$ cat config.mk
export PLATFORM = sky130hd
export DESIGN_NAME = i2c_fifo_write_ctrl
export DESIGN_NICKNAME = d
export VERILOG_FILES = /design/src/rtl/i2c_fifo_pkg.sv /design/src/rtl/i2c_fifo_rr_arbiter2.sv /design/src/rtl/i2c_fifo_write_ctrl.sv
export SDC_FILE = /design/constraint.sdc
export NUM_CORES = 1
export LEC_CHECK = 0
export BUFFER_PORTS_ARGS = -buffer_cell sky130_fd_sc_hd__buf_2
export CORE_AREA = 2 2 53 55
export CTS_BUF_LIST = sky130_fd_sc_hd__clkbuf_8
export CTS_CLUSTER_DIAMETER = 50
export DETAILED_ROUTE_END_ITERATION = 8
export DIE_AREA = 0 0 55 57
export GPL_ROUTABILITY_DRIVEN = 0
export PLACE_DENSITY_LB_ADDON = 0.2
export SLEW_MARGIN = 20
export SYNTH_ARGS = -nofsm -noshare
export SYNTH_HDL_FRONTEND = slang
export SYNTH_SLANG_ARGS = --single-unit
$ cat constraint.sdc
create_clock -name write_clock_i -period 7.5 [get_ports write_clock_i]
set_input_delay 0.75 -clock write_clock_i [delete_from_list [all_inputs] [get_ports write_clock_i]]
set_output_delay 0.75 -clock write_clock_i [all_outputs]
set_load 0.005 [all_outputs]
$ cat src/rtl/i2c_fifo_pkg.sv
// Shared types, default sizes and Gray-code helpers for the I2C FIFO write side.
package i2c_fifo_pkg;

   localparam int DEF_ADDR_SIZE  = 4;
   localparam int DEF_DATA_WIDTH = 8;

   // Round-robin arbiter state: which requester wins when both are valid.
   typedef enum logic {
      PRI0 = 1'b0,
      PRI1 = 1'b1
   } arb_state_t;

   // Helpers work on a 32-bit container; callers zero-extend and truncate.
   function automatic logic [31:0] bin2gray(input logic [31:0] b);
      return b ^ (b >> 1);
   endfunction

   // Each binary bit is the XOR of all Gray bits at or above it.
   function automatic logic [31:0] gray2bin(input logic [31:0] g);
      logic [31:0] b;
      b = g;
      for (int i = 1; i < 32; i++) begin
         b = b ^ (g >> i);
      end
      return b;
   endfunction

endpackage

$ cat src/rtl/i2c_fifo_rr_arbiter2.sv
// Two-requester round-robin grant. Ready is combinational; preference state
// flips to the other requester after each transfer.
module i2c_fifo_rr_arbiter2
   import i2c_fifo_pkg::*;
(
   input  logic       clk,
   input  logic       rst_n,
   input  logic       valid0,
   input  logic       valid1,
   input  logic       full,
   output logic       ready0,
   output logic       ready1,
   output arb_state_t state
);

   // Grant the only valid requester, or the preferred one on contention.
   always_comb begin
      ready0 = 1'b0;
      ready1 = 1'b0;
      if (!full) begin
         ready0 = valid0 && (!valid1 || state == PRI0);
         ready1 = valid1 && (!valid0 || state == PRI1);
      end
   end

   // Preference moves away from whoever just transferred; holds otherwise.
   always_ff @(posedge clk or negedge rst_n) begin
      if (!rst_n) begin
         state <= PRI0;
      end else begin
         case (state)
            PRI0: if (valid0 && ready0) state <= PRI1;
                  else if (valid1 && ready1) state <= PRI0;
            PRI1: if (valid1 && ready1) state <= PRI0;
                  else if (valid0 && ready0) state <= PRI1;
            default: state <= PRI0;
         endcase
      end
   end

endmodule

$ cat src/rtl/i2c_fifo_write_ctrl.sv
// Write-domain controller of the I2C async FIFO: arbitrates two requesters,
// issues one-cycle-delayed memory writes, and keeps Gray pointer and flags.
// Optional macro I2C_FIFO_WRITE_LEVEL_EN adds the registered write_level_o.
module i2c_fifo_write_ctrl
   import i2c_fifo_pkg::*;
#(
   parameter int addr_size       = DEF_ADDR_SIZE,
   parameter int data_width      = DEF_DATA_WIDTH,
   parameter int almost_full_gap = 2
) (
   input  logic                  write_clock_i,
   input  logic                  write_reset_n_i,
   input  logic                  req0_valid_i,
   input  logic [data_width-1:0] req0_data_i,
   output logic                  req0_ready_o,
   input  logic                  req1_valid_i,
   input  logic [data_width-1:0] req1_data_i,
   output logic                  req1_ready_o,
   input  logic [addr_size:0]    read_to_write_pointer_i,
   output logic                  write_enable_o,
   output logic [addr_size-1:0]  write_address_o,
   output logic [data_width-1:0] write_data_o,
   output logic [addr_size:0]    write_pointer_o,
`ifdef I2C_FIFO_WRITE_LEVEL_EN
   output logic [addr_size:0]    write_level_o,
`endif
   output logic                  full_o,
   output logic                  almost_full_o
);

   localparam int PW = addr_size + 1;
   localparam logic [PW-1:0] DEPTH     = PW'(1) << addr_size;
   localparam logic [PW-1:0] GAP       = PW'(almost_full_gap);
   // Full when the write pointer is exactly one lap ahead: top two Gray bits differ.
   localparam logic [PW-1:0] FULL_MASK = {2'b11, {(addr_size-1){1'b0}}};

   arb_state_t          arb_state;
   logic                push;
   logic [PW-1:0]       wbin;
   logic [PW-1:0]       wbin_next;
   logic [PW-1:0]       wgray_next;
   logic [PW-1:0]       rbin;
   logic [PW-1:0]       used_next;
   logic [PW-1:0]       free_next;
   logic [data_width-1:0] push_data;

   i2c_fifo_rr_arbiter2 u_arb (
      .clk    (write_clock_i),
      .rst_n  (write_reset_n_i),
      .valid0 (req0_valid_i),
      .valid1 (req1_valid_i),
      .full   (full_o),
      .ready0 (req0_ready_o),
      .ready1 (req1_ready_o),
      .state  (arb_state)
   );

   // Next pointer and flag terms, evaluated with this cycle's transfer and read pointer.
   always_comb begin
      push       = (req0_valid_i && req0_ready_o) || (req1_valid_i && req1_ready_o);
      push_data  = req0_ready_o ? req0_data_i : req1_data_i;
      wbin_next  = wbin + PW'(push);
      wgray_next = PW'(bin2gray(32'(wbin_next)));
      rbin       = PW'(gray2bin(32'(read_to_write_pointer_i)));
      used_next  = wbin_next - rbin;
      free_next  = DEPTH - used_next;
   end

   // Memory write strobe and payload, one cycle after the transfer edge.
   always_ff @(posedge write_clock_i or negedge write_reset_n_i) begin
      if (!write_reset_n_i) begin
         write_enable_o  <= 1'b0;
         write_address_o <= '0;
         write_data_o    <= '0;
      end else begin
         write_enable_o <= push;
         if (push) begin
            write_address_o <= wbin[addr_size-1:0];
            write_data_o    <= push_data;
         end
      end
   end

   // Pointer and status registers; status also tracks read-pointer motion.
   always_ff @(posedge write_clock_i or negedge write_reset_n_i) begin
      if (!write_reset_n_i) begin
         wbin            <= '0;
         write_pointer_o <= '0;
         full_o          <= 1'b0;
         almost_full_o   <= 1'b0;
      end else begin
         wbin            <= wbin_next;
         write_pointer_o <= wgray_next;
         full_o          <= (wgray_next == (read_to_write_pointer_i ^ FULL_MASK));
         almost_full_o   <= (free_next <= GAP);
      end
   end

`ifdef I2C_FIFO_WRITE_LEVEL_EN
   // Occupancy seen from the write side after this cycle's update.
   always_ff @(posedge write_clock_i or negedge write_reset_n_i) begin
      if (!write_reset_n_i) write_level_o <= '0;
      else                  write_level_o <= used_next;
   end
`endif

endmodule

# [Yosys cells after proc, flatten, opt, wreduce, memory -nomap -nowiden]
# Cells that the tools add are included.
[word_totals] ff_bits=26 latchBits=0 mem_bits_rw=0 rom_bits=0 in_bits=25 output_inout_bits=22 word_cells=35 memories=0
[classes] add_sub_neg=3 multipliers=0 n_div=0 order_cmp=1 eq_ne=1 shift=0 n_mux=6 n_bitwise=7 reduce_logical=9
[op_table] cell="5-bit by 4-bit XOR with 5-bit output" count=2
[op_table] cell="8-bit two-way mux" count=1
[op_table] cell="5-bit by 1-bit adder with 5-bit output" count=1
[op_table] cell="5-bit == test" count=1
[op_table] cell="5-bit by 2-bit less-or-equal comparator with 1-bit output, second input constant" count=1
[op_table] cell="5-bit subtractor" count=1
[op_table] cell="5-bit subtractor, first input constant" count=1
[op_table] cell="5-bit by 1-bit XOR with 5-bit output" count=1
[op_table] cell="5-bit by 2-bit XOR with 5-bit output" count=1
[op_table] cell="5-bit by 3-bit XOR with 5-bit output" count=1
[op_table] cell="1-bit logical AND" count=4
[op_table] cell="1-bit two-way mux" count=4
[op_table] cell="1-bit logical OR" count=3
[op_table] cell="1-bit zero test" count=2
[op_table] cell="2-bit NOT" count=1
[op_table] cell="1-bit case mux with 2 select lines" count=1
[op_table] cell="1-bit NOT" count=1

# [Depth between registers and ports, before layout]
[logic_depth] ltp_word=10 ltp_mapped=13 depth_no_buf=12

# [By module]
# From an unflattened synthesis, not the netlist that was laid out.
[hier_totals] hier_cells=124 hier_area_um2=1360.1
[modules_own_cells] mod="i2c_fifo_write_ctrl" n_inst=1 cells_per_inst=117 area_each_um2=1290.0 seq_area_each_um2=600.6
[modules_own_cells] mod="i2c_fifo_rr_arbiter2" n_inst=1 cells_per_inst=7 area_each_um2=70.1 seq_area_each_um2=25.0

# [Worst setup path before layout]
# No wires, ideal clock.
[synth_path] path_type="input -> register" startpoint="in req1_valid_i" endpoint="reg almost_full_o" setup_time_ns=0.120 t_arrival_ns=3.408 required_time_ns=7.380 path_slack_ns=3.973 cell_stages=12 path_buffers=1 path_cell_list="o21bai_1 -> clkbuf_1 -> inv_1 -> ha_1 -> ha_1 -> xnor2_1 -> ha_1 -> ha_1 -> a21o_1 -> a21oi_1 -> xor3_1 -> and3_1"
[synth_between] elab_chain_cells=10 word_cells_on_any_way=13 classes_between="3 x add/sub; 1 x order compare; 2 x mux; 7 x reduce/logical"
[synth_lines] item="from (decl)" line="i2c_fifo_write_ctrl.sv:16" source="input logic req1_valid_i,"
[synth_lines] item="1-bit zero test" line="i2c_fifo_rr_arbiter2.sv:21" source="ready0 = valid0 && (!valid1 || state == PRI0);"
[synth_lines] item="1-bit logical OR" line="i2c_fifo_rr_arbiter2.sv:21"
[synth_lines] item="1-bit logical AND" line="i2c_fifo_rr_arbiter2.sv:21"
[synth_lines] item="1-bit two-way mux" line="i2c_fifo_rr_arbiter2.sv:20" source="if (!full) begin"
[synth_lines] item="1-bit logical AND" line="i2c_fifo_write_ctrl.sv:60" source="push = (req0_valid_i && req0_ready_o) || (req1_valid_i && req1_ready_o);"
[synth_lines] item="1-bit logical OR *" line="i2c_fifo_write_ctrl.sv:60"
[synth_lines] item="via push" line="i2c_fifo_write_ctrl.sv:38" source="logic push;"
[synth_lines] item="5-bit by 1-bit adder with 5-bit output *" line="i2c_fifo_write_ctrl.sv:62" source="wbin_next = wbin + PW'(push);"
[synth_lines] item="5-bit subtractor *" line="i2c_fifo_write_ctrl.sv:65" source="used_next = wbin_next - rbin;"
[synth_lines] item="5-bit subtractor *" line="i2c_fifo_write_ctrl.sv:66" source="free_next = DEPTH - used_next;"
[synth_lines] item="5-bit by 2-bit less-or-equal comparator with 1-bit output *" line="i2c_fifo_write_ctrl.sv:95" source="almost_full_o <= (free_next <= GAP);"
[synth_lines] item="to (signal assigned)" line="i2c_fifo_write_ctrl.sv:95"
[synth_lines] item="to (decl)" line="i2c_fifo_write_ctrl.sv:28" source="output logic almost_full_o"
# The timed path passes the listed nets; every way through them passes the cells marked *.
# A chain may end at the register's enable or synchronous reset.

# [Final worst setup path]
# Ends and elaborated chain as after synthesis.

==> results.md <==
- Outcome: finished, final reports clean
- # setup viols final: 0
- CP dominant cell by count: ha_1
- Seq/Total Area, Yosys: 0.473
- Critical Path RT: about 7700 ps
- Combinational power share: 0.583
- Multi-input logic area: a little over 600 um^2
- Syn Inst Count: between 100 and 150
- Crit path time final: 3400 ps
- Diode count: 0
- Die Span Y: 57 um
- Synth Register Bits: 25
- Initial Util: 0.506
- 1st-iter DRT viols: 40
- Number of global-route vias before repair: 911
- Delay-heaviest family, CP: adder cells
- Most used DFF post-synth: dfrtp_1
- Fill count: ~220
- CTS tree: yes
- Worst setup SP type: input pin
- Die Wd: 55 um
- Hold slack: between 400 and 500 ps
- DR pass1 iterations: 4
- Max stage delay on crit path: around 310 ps
- Max Cap Violations: 0
- Internal power: 0.461 mW
- Maximum VDD drop: around 0.36 mV
- Initial antenna violation count: 0
- R2R Setup Slk: around 4400 ps
- Final instance area: between 1500 and 2000 um^2
- Clk root buf: clkbuf_8
- Worst-path fanout max: 14
- First-pass GRT wire length: ~3.8 mm
- Site row count: 19
- Postcts setup bufs: 0
- Fmax: 294 MHz
- Reg clk slew, reported paths: approximately 80 ps
- Clk_skew: ~0.9 ps
- Commonest non-fill, non-tap cell in the layout: buf_2
- # placed instances: just under 200
- Crit path DAT: roughly 3600 ps
- Min-delay worst type: input pin to asynchronous set/reset pin
- Unique masters post-synth: 26
- H-tree depth: 1
- Total gr overflow: 0
- Synth-to-Final Area Change: 23.4%
- Buffers plus inverters on the worst setup path: 3
- Routed WL: 2.53 mm
- Vias post-DR: ~1000
- Rel. slew slack: 0.575
- Sequential Power Share: 0.316
- Clk buf depth: 2
- Seq. cell area: 626 um^2
- DRC viols: 0
- Number of flops mapped to enable cells by yosys: 0
- Final WS setup: ~4100 ps
- Max-slew violations: 0
- Worst path slowest cell: ha_1
- Placement Setup Slack: about 3800 ps
- Num ports: 47
- Dpl hpwl: roughly 2 mm
- Worst slew pin tran: between 600 and 700 ps
- Total power: around 0.75 mW
- Gr usage total: 0.174
- Final Util: 0.625
- RSZ-0062 raised after global routing: no
- Vias per cell: 5.17
- Pwr dens: approximately 460 nW/um^2
- Static Leak: roughly 0.91 nW
- Port Buffers: 46
- Antenna-violating nets left: 0
- Most frequent cells in the layout: 46 x buf_2, 25 x dfrtp_1, 20 x inv_1, 12 x nand2_1, 10 x xnor2_1
- Core box area: between 2000 and 3000 um^2
- Routed len/inst: ~13 um
- Area after DPL: roughly 1600 um^2
- Total CTS buffers: 3
- Mapped Nets: between 150 and 200
- Final Cycle Share: 0.453
- Layout cell share with drive strength beyond 1: 0.296
- Psw: a little under 0.3 mW
- Endpoint class of the critical path: flop
- Die area: around 3100 um^2
- Net Sw Frac: 0.385
- Clk pwr share: 0.101
- Largest net degree at the start of global routing: 26
- Async set-reset flop share out of synthesis: 1.00
- Warnings, synthesis: 0
- Clk sinks: 25
- Fin Setup TNS: 0 ps
- Cts hold-fix bufs: 0
- Fin cells: 200
- Layout Nets: 205
- Final Hold Vio Count: 0
- Syn Area/Cell: roughly 11 um^2
- Post-CTS Resized: 0
- Clk_lat worst skew: about 260 ps
- Worst path cell trace: buf_2 -> o21bai_1 -> buf_4 -> inv_1 -> ha_1 -> ha_1 -> xnor2_1 -> ha_1 -> ha_1 -> a21o_1 -> a21oi_1 -> xor3_1 -> and3_1
- Mapped Area: between 1000 and 1500 um^2
- Setup CP Type: input pin to flop
==> state kept, by name, summed over array words and instances (netlist names) <==
name	flops
write_enable_o	1
write_data_o	8
wbin	5
u_arb.state	1
full_o	1
write_pointer_o	4
almost_full_o	1
write_address_o	4
==> cell families after synthesis <==
group	synth area share
adders and majority gates	0.100
AOI/OAI and AO/OA	0.120
xor gates and xnor gates	0.164
buffers and inverters	0.0624
DFF	0.473
and+or+nand+nor	0.0803
==> layout make-up <==
cell class | instances | share of cell area
inverter | 19 | 0.0436
multi-input combinational | 74 | 0.377
clock inverter | 1 | 0.00230
sequential | 25 | 0.383
clock buffer | 3 | 0.0253
timing repair buffer | 47 | 0.145
tap | 31 | 0.0237
==> cell usage after synthesis, types with 2 or more instances <==
cell type	count	area [um^2]
a21oi_1	5	25.0
a222oi_1	8	80.1
and3_1	3	18.8
dfrtp_1	25	626
ha_1	9	113
inv_1	19	71.3
nand2_1	12	45.0
nand2b_1	2	12.5
nor2_1	2	7.51
o21ai_0	3	15.0
xnor2_1	10	87.6
xnor3_1	2	45.0
xor2_1	7	61.3
==> per-layer routing <==
| layer | routed length (um) | global-route usage |
|---|---|---|
| met2 | 1320 | 0.313 |
| met3 | 201 | 0.0340 |
| met5 | 0 | 0 |
| met1 | 960 | 0.187 |
| met4 | 50 | 0.0836 |
==> power by group through the flow <==
| stage | Clock, mW | Sequential [mW] | Combinational (mW) |
|---|---|---|---|
| after floorplan | 0 | 0.242 | 0.318 |
| after global placement | 0 | 0.237 | 0.426 |
| after detailed placement | 0 | 0.240 | 0.446 |
| after CTS | 0.0786 | 0.237 | 0.449 |
| after global routing | 0.0867 | 0.244 | 0.501 |
| final | 0.0756 | 0.237 | 0.437 |
==> path summary, 6_finish.rpt <==
| path | start | to | cells after the start |
|---|---|---|---|
| min in group write_clock_i | write_address_o[2] | write_address_o[2] | 2 |
| worst min-delay path | write_reset_n_i | write_data_o[4] | 1 |
| worst max-delay path | req1_valid_i | almost_full_o | 13 |
| worst max register to register | full_o | almost_full_o | 12 |
| worst min register to register | write_address_o[2] | write_address_o[2] | 2 |
| max in group asynchronous | write_reset_n_i | almost_full_o | 1 |
==> worst reg2reg max path: stages, from the launching register on <==
cell and delay (ps):
dfrtp_1 380, o21bai_1 140, buf_4 230, inv_1 120, ha_1 240, ha_1 280
xnor2_1 300, ha_1 310, ha_1 310, a21o_1 160, a21oi_1 160, xor3_1 230
and3_1 190
Note: power is estimated with default switching activity, not from simulation.
